## src/rtl/pulse_ctrl_pkg.sv

```systemverilog
// Shared types and default widths for the pulse_ctrl fractional pulse divider.
// Optional feature macro: PULSE_CTRL_AUTORELOAD_EN (see pulse_ctrl.sv).
package pulse_ctrl_pkg;

    localparam int DEF_ACC_W = 16;
    localparam int DEF_CNT_W = 16;

    typedef enum logic [1:0] {
        ST_IDLE = 2'd0,
        ST_RUN  = 2'd1,
        ST_DONE = 2'd2
    } state_e;

endpackage

```

## src/rtl/pulse_acc.sv

```systemverilog
// Phase accumulator: adds a run-time increment to the fraction each enabled cycle;
// the registered carry out of the fraction is the output pulse.
module pulse_acc
    import pulse_ctrl_pkg::*;
#(
    parameter int ACC_W = DEF_ACC_W
) (
    input  logic             i_clk,
    input  logic             i_rst_n,
    input  logic             i_clr,
    input  logic             i_en,
    input  logic [ACC_W:0]   i_incr,
    output logic             o_carry
);

    logic [ACC_W:0] acc_q;
    logic [ACC_W:0] acc_d;

    // NOTE: acc_d gets its hold value first so no path leaves it unassigned (no latch).
    always_comb begin
        acc_d = acc_q;
        if (i_clr) begin
            acc_d = '0;
        end else if (i_en) begin
            // Carry is dropped before adding, so it is high for exactly one cycle.
            acc_d = {1'b0, acc_q[ACC_W-1:0]} + i_incr;
        end
    end

    // NOTE: state registers use non-blocking assignments so every flop samples pre-edge values.
    always_ff @(posedge i_clk or negedge i_rst_n) begin
        if (!i_rst_n) begin
            acc_q <= '0;
        end else begin
            acc_q <= acc_d;
        end
    end

    assign o_carry = acc_q[ACC_W];

endmodule

```

## src/rtl/pulse_ctrl.sv

```systemverilog
// Run-time controller for the fractional pulse divider: config shadowing, start/stop, bursts.
// Define PULSE_CTRL_AUTORELOAD_EN to add i_auto (burst auto-reload without leaving RUN).
module pulse_ctrl
    import pulse_ctrl_pkg::*;
#(
    parameter int               ACC_W    = DEF_ACC_W,
    parameter int               CNT_W    = DEF_CNT_W,
    parameter logic [ACC_W:0]   DEF_INCR = (ACC_W+1)'(1)
) (
    input  logic               i_clk,
    input  logic               i_rst_n,
    input  logic               i_cfg_valid,
    output logic               o_cfg_ready,
    input  logic [ACC_W:0]     i_cfg_incr,
    input  logic [CNT_W-1:0]   i_cfg_count,
    input  logic               i_start,
    input  logic               i_stop,
`ifdef PULSE_CTRL_AUTORELOAD_EN
    input  logic               i_auto,
`endif
    output logic               o_pulse,
    output logic               o_busy,
    output logic               o_done,
    output logic [CNT_W-1:0]   o_remaining
);

    state_e             state_q;
    logic [ACC_W:0]     incr_q;
    logic [CNT_W-1:0]   count_q;
    logic [ACC_W:0]     shadow_incr_q;
    logic [CNT_W-1:0]   shadow_count_q;
    logic               shadow_valid_q;
    logic [CNT_W-1:0]   remaining_q;
    logic               done_q;

    logic               cfg_ready;
    logic               cfg_fire;
    logic               start_go;
    logic               stop_go;
    logic               shadow_xfer;
    logic               last_pulse;
    logic               reload;
    logic               to_done;
    logic               acc_clr;
    logic               acc_en;
    logic [ACC_W:0]     acc_incr;
    logic [CNT_W-1:0]   reload_count;
    logic               auto_en;
    logic               pulse;

`ifdef PULSE_CTRL_AUTORELOAD_EN
    assign auto_en = i_auto;
`else
    assign auto_en = 1'b0;
`endif

    // While running, a second config must wait until the shadow has been consumed.
    assign cfg_ready = (state_q != ST_RUN) || !shadow_valid_q;

    always_comb begin
        cfg_fire     = i_cfg_valid && cfg_ready;
        start_go     = (state_q == ST_IDLE) && i_start && !i_stop;
        stop_go      = (state_q == ST_RUN) && i_stop;
        shadow_xfer  = (state_q == ST_RUN) && pulse && shadow_valid_q;
        last_pulse   = (state_q == ST_RUN) && !i_stop && pulse && (remaining_q == CNT_W'(1));
        reload       = last_pulse && auto_en;
        to_done      = last_pulse && !auto_en;
        acc_clr      = start_go || stop_go || to_done || (state_q == ST_DONE);
        acc_en       = (state_q == ST_RUN);
        // The accumulation that ends a pulse cycle already uses the shadowed rate.
        acc_incr     = shadow_xfer ? shadow_incr_q : incr_q;
        reload_count = shadow_xfer ? shadow_count_q : count_q;
    end

    pulse_acc #(
        .ACC_W   (ACC_W)
    ) u_acc (
        .i_clk   (i_clk),
        .i_rst_n (i_rst_n),
        .i_clr   (acc_clr),
        .i_en    (acc_en),
        .i_incr  (acc_incr),
        .o_carry (pulse)
    );

    always_ff @(posedge i_clk or negedge i_rst_n) begin
        if (!i_rst_n) begin
            state_q        <= ST_IDLE;
            incr_q         <= DEF_INCR;
            count_q        <= '0;
            shadow_incr_q  <= '0;
            shadow_count_q <= '0;
            shadow_valid_q <= 1'b0;
            remaining_q    <= '0;
            done_q         <= 1'b0;
        end else begin
            done_q <= last_pulse;
            case (state_q)
                ST_IDLE: begin
                    if (cfg_fire) begin
                        incr_q  <= i_cfg_incr;
                        count_q <= i_cfg_count;
                    end
                    if (start_go) begin
                        state_q     <= ST_RUN;
                        remaining_q <= cfg_fire ? i_cfg_count : count_q;
                    end
                end
                ST_RUN: begin
                    if (stop_go) begin
                        state_q        <= ST_IDLE;
                        remaining_q    <= '0;
                        shadow_valid_q <= 1'b0;
                        if (cfg_fire) begin
                            incr_q  <= i_cfg_incr;
                            count_q <= i_cfg_count;
                        end else if (shadow_valid_q) begin
                            incr_q  <= shadow_incr_q;
                            count_q <= shadow_count_q;
                        end
                    end else begin
                        if (shadow_xfer) begin
                            incr_q         <= shadow_incr_q;
                            count_q        <= shadow_count_q;
                            shadow_valid_q <= 1'b0;
                        end
                        if (cfg_fire) begin
                            shadow_incr_q  <= i_cfg_incr;
                            shadow_count_q <= i_cfg_count;
                            shadow_valid_q <= 1'b1;
                        end
                        // remaining == 0 while running means continuous mode.
                        if (reload) begin
                            remaining_q <= reload_count;
                        end else if (to_done) begin
                            state_q     <= ST_DONE;
                            remaining_q <= '0;
                        end else if (pulse && (remaining_q != '0)) begin
                            remaining_q <= remaining_q - CNT_W'(1);
                        end
                    end
                end
                ST_DONE: begin
                    state_q        <= ST_IDLE;
                    shadow_valid_q <= 1'b0;
                    if (cfg_fire) begin
                        incr_q  <= i_cfg_incr;
                        count_q <= i_cfg_count;
                    end else if (shadow_valid_q) begin
                        incr_q  <= shadow_incr_q;
                        count_q <= shadow_count_q;
                    end
                end
                default: state_q <= ST_IDLE;
            endcase
        end
    end

    assign o_cfg_ready = cfg_ready;
    assign o_pulse     = pulse;
    assign o_busy      = (state_q == ST_RUN);
    assign o_done      = done_q;
    assign o_remaining = remaining_q;

endmodule

```

## config.mk

```make
export PLATFORM = sky130hd
export DESIGN_NAME = pulse_ctrl
export DESIGN_NICKNAME = d
export VERILOG_FILES = /design/src/rtl/pulse_ctrl_pkg.sv /design/src/rtl/pulse_acc.sv /design/src/rtl/pulse_ctrl.sv
export SDC_FILE = /design/constraint.sdc
export NUM_CORES = 1
export LEC_CHECK = 0
export ABC_AREA = 1
export CORE_ASPECT_RATIO = 0.7
export CORE_MARGIN = 5
export CORE_UTILIZATION = 61
export CTS_BUF_LIST = sky130_fd_sc_hd__clkbuf_4 sky130_fd_sc_hd__clkbuf_8
export DETAILED_ROUTE_END_ITERATION = 8
export GPL_ROUTABILITY_DRIVEN = 0
export HOLD_SLACK_MARGIN = 0.08
export PLACE_DENSITY = 0.83
export SLEW_MARGIN = 40
export SYNTH_ARGS = -nofsm -noshare
export SYNTH_HDL_FRONTEND = slang
export SYNTH_HIERARCHICAL = 1
export SYNTH_SLANG_ARGS = --single-unit
```

## constraint.sdc

```tcl
create_clock -name i_clk -period 3.1 [get_ports i_clk]
set_clock_uncertainty 0.2 [all_clocks]
set_input_delay 0.31 -clock i_clk [delete_from_list [all_inputs] [get_ports i_clk]]
set_output_delay 0.31 -clock i_clk [all_outputs]
set_load 0.05 [all_outputs]
```

### Yosys cells after proc, flatten, opt, wreduce, memory -nomap -nowiden

Index checks and enable logic that the tools add are counted.
Widths: inputs -> output; s select.

| cells by class | value |
|---|---|
| muxes and demuxes | 27 |
| bitwise operators | 1 |
| add/subtract/negate cells | 2 |
| reductions and logical operators | 28 |
| eq/ne operators | 10 |

Operators by type and width:

| operator | count |
|---|---|
| $mux 16 | 9 |
| $mux 17 | 7 |
| $pmux 17 s3 | 1 |
| $pmux 16 s3 | 1 |
| $pmux 16 s2 | 1 |
| $add 16x17->17 | 1 |
| $eq 16x1->1 const B | 1 |
| $reduce_bool 16->1 | 1 |
| $sub 16x1->16 const B | 1 |
| $logic_and 1x1->1 | 10 |
| $ne 4x1->1 const B | 2 |
| $reduce_and 2->1 | 4 |
| $mux 2 | 3 |
| $ne 3x1->1 const B | 2 |
| $reduce_and 3->1 | 2 |
| $reduce_bool 2->1 | 3 |
| $logic_or 1x1->1 | 4 |
| $ne 2x2->1 const B | 2 |
| $pmux 2 s2 | 1 |
| $mux 1 | 3 |
| $reduce_bool 3->1 | 1 |
| $eq 2x1->1 const B | 1 |
| $eq 2x2->1 const B | 1 |
| $logic_not 1->1 | 2 |
| 4 further kinds | 4 |

| word-level totals | value |
|---|---|
| output and inout bits | 20 |
| word-level logic and storage cells | 77 |
| register bits after elaboration | 103 |
| input bits | 38 |

### Longest topological paths before layout

| depth | value |
|---|---|
| word-level depth | 7 |
| gate-level depth with buffers | 21 |
| mapped depth without buffers | 20 |

### By module

The synthesis kept the hierarchy.

Modules (own cells, without submodules):

| module | times used | area an instance (µm²) | sequential area each (µm²) | cells each |
|---|---|---|---|---|
| pulse_ctrl | 1 | 5763.0 | 2153.3 | 849 |
| pulse_acc | 1 | 1669.1 | 425.4 | 268 |

### Worst setup path after synthesis

No wires, ideal clock.

| timing path | value |
|---|---|
| kind | register to register |
| start | register state_q[1] |
| end | register u_acc.acc_q[16] |
| data required time | 2.782 ns |
| stages on the path, launching flop included | 21 |
| library setup time | 0.118 ns |
| path slack | -0.410 ns |
| clock period less this slack | 3.510 ns |
| arrival | 3.191 ns |
| path buffers | 1 |
| cells stage by stage | dfrtp_1 > inv_1 > ha_1 > nand2_2 > inv_2 > nand2_2 > buf_2 > o21ai_1 > ha_1 > inv_1 > fa_1 > inv_1 > nand2_1 > nand2_1 > nand3_1 > nand2_2 > nand2_2 > nand2_1 > nand2_1 > nand3_1 > nand2_1 |

| on the way | value |
|---|---|
| word-level cells in the longest chain between the ends | 7 |
| elaborated cells on any way between the ends | 19 |
| those cells by class | 1 x add/sub; 2 x eq/ne; 3 x mux; 13 x reduce/logical |

RTL lines:

| what | line | text |
|---|---|---|
| from (decl) | pulse_ctrl.sv:27 | `state_e state_q;` |
| from (signal assigned) | pulse_ctrl.sv:88 | `state_q <= ST_IDLE;` |
| from (signal assigned) | pulse_ctrl.sv:105 | `state_q <= ST_RUN;` |
| from (signal assigned) | pulse_ctrl.sv:111 | `state_q <= ST_IDLE;` |
| $eq 2x1->1 | - |  |
| named net o_busy | pulse_ctrl.sv:22 | `output logic o_busy,` |
| $logic_and 1x1->1 (2 in series) | pulse_ctrl.sv:64 | `shadow_xfer = (state_q == ST_RUN) && pulse && shadow_valid_q;` |
| $mux 17 | - |  |
| named net acc_incr[0] | pulse_ctrl.sv:46 | `logic [ACC_W:0] acc_incr;` |
| $add 16x17->17 | pulse_acc.sv:26 | `acc_d = {1'b0, acc_q[ACC_W-1:0]} + i_incr;` |
| $mux 17 | pulse_acc.sv:24 | `end else if (i_en) begin` |
| $mux 17 | pulse_acc.sv:22 | `if (i_clr) begin` |
| to (signal assigned) | pulse_acc.sv:33 | `acc_q <= '0;` |
| to (signal assigned) | pulse_acc.sv:35 | `acc_q <= acc_d;` |
| to (decl) | pulse_acc.sv:16 | `logic [ACC_W:0] acc_q;` |

The timed path passes the listed nets, and every way through them passes these cells. The select of a mux whose other input is x is not followed.
A chain may end at the register's enable or synchronous reset.

### Final worst setup path

| timing path | value |
|---|---|
| start | register state_q[1] |
| end | register u_acc.acc_q[12] |

| on the way | value |
|---|---|
| word-level cells in the longest chain between the ends | 7 |
| elaborated cells on any way between the ends | 19 |
| those cells by class | 1 x add/sub; 2 x eq/ne; 3 x mux; 13 x reduce/logical |

RTL lines:

| what | line |
|---|---|
| $eq 2x1->1 | pulse_ctrl.sv:64 |
| $logic_and 1x1->1 (2 in series) | pulse_ctrl.sv:64 |
| $mux 17 | - |
| named net acc_incr[0] | pulse_ctrl.sv:46 |
| $add 16x17->17 | pulse_acc.sv:26 |
| $mux 17 | pulse_acc.sv:24 |
| $mux 17 | pulse_acc.sv:22 |

The timed path passes the listed nets, and every way through them passes these cells. The select of a mux whose other input is x is not followed.

==> summary.md <==
| Metric | Value |
|---|---|
| Gr ovfl total | `0` |
| Hold_ws | `0.164 ns` |
| # diodes | `0` |
| Final min period | `slightly below 3 ns` |
| Crit Path Max Fanout | `14` |
| Cell count after synthesis | `1,117` |
| Initial core utilization | `62.9%` |
| Register area | `2580 um2` |
| Via count | `7,391` |
| Placed cells | `1,303` |
| # DRC | `0` |
| Initial antenna violation count | `0` |
| Worst path required time | `3.18 ns` |
| Dominant cell type by area after synthesis | `dfrtp_1` |
| Most frequent cell after synthesis | `nand2_1` |
| Mapped cell area | `7430 um2` |
| All-layer global routing usage | `27.8%` |
| Die area | `around 15,000 um2` |
| HP Class | `in2async` |
| Power per Cell Area | `1010 nW/um2` |
| Reg-to-reg endpoint | `u_acc/acc_q[12]` |
| Global-route wire length before repair | `32,600 um` |
| Sinks on Clock Net | `103` |
| Clk pin slew, worst setup/hold paths | `0.10 ns` |
| Setup CP Type | `reg2reg` |
| Die W | `142 um` |
| Final Non-Filler Cells | `1,321` |
| Worst vdd ir | `0.562 mV` |
| Routed len/inst | `around 15 um` |
| Synth async-reset ratio | `100%` |
| Clk_lat worst skew | `0.37 ns` |
| Total CTS buffers | `9` |
| CTS tree | `yes` |
| Worst reg-to-reg path cell count | `19` |
| Share of layout cells above drive strength 1 | `roughly a tenth` |
| Post-Syn Nets | `around 1,200` |
| Actual slew at the worst max-slew pin | `~0.74 ns` |
| Slew Limit Fails | `0` |
| Detailed placer's ending HPWL | `13,900 um` |
| Fillers | `989` |
| Crit share post-route | `between 90 and 100%` |
| Ports | `just under 60` |
| Seq/Total Area, Yosys | `34.7%` |
| Avg Cell Area, Syn | `roughly 6.7 um2` |
| Warnings, synthesis | `6` |
| Multi-input logic area | `approximately 4200 um2` |
| P&R area growth vs syn | `13.3%` |
| Vias in the first global route | `6,529` |
| Routed Antenna Nets | `0` |
| H-tree Lvls | `3` |
| Layout Nets | `approximately 1,200` |
| Core box area | `about 12,000 um2` |
| Leakage Power | `4.11 nW` |
| Crit end category | `flip-flop` |
| Synth top cells by count | `nand2_1 (369), o21ai_0 (137), inv_1 (118)` |
| Final setup viols | `0` |
| Largest net degree at the start of global routing | `68` |
| Initial drt markers | `between 800 and 900` |
| Critical Path AT | `3.00 ns` |
| Port buffer count | `57` |
| First-pass iteration count of the detailed router | `6` |
| RR Startpoint | `state_q[1]` |
| Post-route cell area | `8420 um2` |
| Synth Register Bits | `103` |
| Crit path launch type | `flip-flop` |
| Placed Area | `between 8000 and 9000 um2` |
| Site Rows | `33` |
| Reg-to-reg slack, setup | `~0.18 ns` |
| Vias per cell | `5.60` |
| Synth Flop Type | `dfrtp_1` |
| Fmax | `0.342 GHz` |
| Setup TNS | `0 ns` |
| Top post-synthesis cells by area | `dfrtp_1 (34%), nand2_1 (19%), o21ai_0 (9.2%)` |
| Total of max-cap violations | `0` |
| WL final | `19,900 um` |
| Post-synth EDFFs | `0` |
| DIE HEIGHT | `approximately 100 um` |
| Bufs on Longest Clock Path | `2` |
| Slew headroom | `50.3%` |
| Clock root buffer | `clkbuf_8` |
| Post-synth top area share | `34.3%` |
| Status | `completed` |
| Synth cell types | `between 40 and 50` |
| Fin. Hold Viols | `0` |
-- cells in the final DEF (no fill, tap or decap), drive strengths merged, types with 2 or more instances in the layout --
cell,instances
ha,22
o211ai,26
o22ai,4
or2,26
dfrtp,102
xnor2,2
clkinv,2
o21ai,161
nor3,4
nand2,388
buf,24
nand3,72
nor2,85
inv,126
nand3b,5
xor2,3
a21oi,26
and2,2
clkdlybuf4s50,56
nand4,5
clkbuf,12
-- report_power, final --
part,leakage [nW],switching [mW],internal (mW)
Sequential,1.28,0.433,1.96
Combinational,2.73,3.41,1.76
Clock,0.104,0.488,0.418
Total,4.11,4.33,4.14
-- worst max-delay path: stages, from the launching register on --
cell,delay [ns]
dfrtp_1,0.41
inv_1,0.14
ha_4,0.16
nand2_2,0.08
inv_2,0.10
nand2_8,0.10
o21ai_1,0.19
ha_1,0.21
inv_1,0.07
fa_1,0.36
inv_1,0.12
nand2_1,0.09
nand2_1,0.08
nand3_1,0.08
nand2_2,0.13
nand2_2,0.08
nand2_1,0.07
nand2_1,0.05
nand3_1,0.07
nand2_1,0.05
-- flip-flops by register name (all words and copies together) (netlist names) --
register and flops:
u_acc/acc_q 17, state_q 2, o_done 1, count_q 16
shadow_incr_q 17, incr_q 17, shadow_count_q 16, shadow_valid_q 1
o_remaining 16
-- stage by stage --
stage | total power [mW] | setup WS, ns | utilization [%]
after floorplan | 6.16 | 0.0185 | -
after global placement | 7.33 | 0.257 | 69.1
after detailed placement | 7.46 | 0.135 | 69.1
after CTS | 8.39 | 0.0689 | 71.0
after global routing | 9.23 | -0.0187 | 71.3
final | 8.48 | 0.175 | 71.3
-- repair_timing --
item / CTS / global route
hold buffers: 1 / 0
resized for setup: 0 / 3
setup endpoints to repair: 0 / 4
setup buffers: 0 / 0
endpoints found under the hold margin: 52 / 0
-- per-layer routing --
layer | up-vias | global-route usage, % | part of all wire [%] | wire [um]
met2 | 360 | 41.7 | 43 | 8510
li1 | 3653 | - | - | -
met3 | 19 | 6.55 | 10 | 2000
met5 | - | 0 | 0 | 0
met1 | 3359 | 41.5 | 46 | 9210
met4 | 0 | 5.01 | 0.78 | 156
-- logic make-up after synthesis --
family,after synthesis,synth area share (%)
and+or+nand+nor,588,34.4
buffers and inverters,176,9.90
xor gates and xnor gates,5,0.589
adders and majority gates,23,3.97
DFF,103,34.7
AOI/OAI and AO/OA,222,16.5
-- area by class of cell --
cell class                      instances  share of cell area, %
Multi-Input combinational cell        838                   49.3
Clock inverter                          4                  0.654
Timing Repair Buffer                   81                   9.51
Inverter                              126                   5.71
Sequential cell                       103                   30.6
Clock buffer                           12                   1.81
Tap cell                              157                   2.33
-- worst max path at each step --
stage	startpoint	end	slack [ns]	cells past startpoint
floorplan	state_q[1]	u_acc/acc_q[16]	0.02	20
finish	state_q[1]	u_acc/acc_q[12]	0.18	19
global route	state_q[1]	u_acc/acc_q[12]	-0.02	20
global placement	state_q[1]	u_acc/acc_q[12]	0.26	20
detailed placement	state_q[1]	u_acc/acc_q[12]	0.13	20
CTS	state_q[1]	u_acc/acc_q[12]	0.07	20
(Power assumes the default switching activity.)
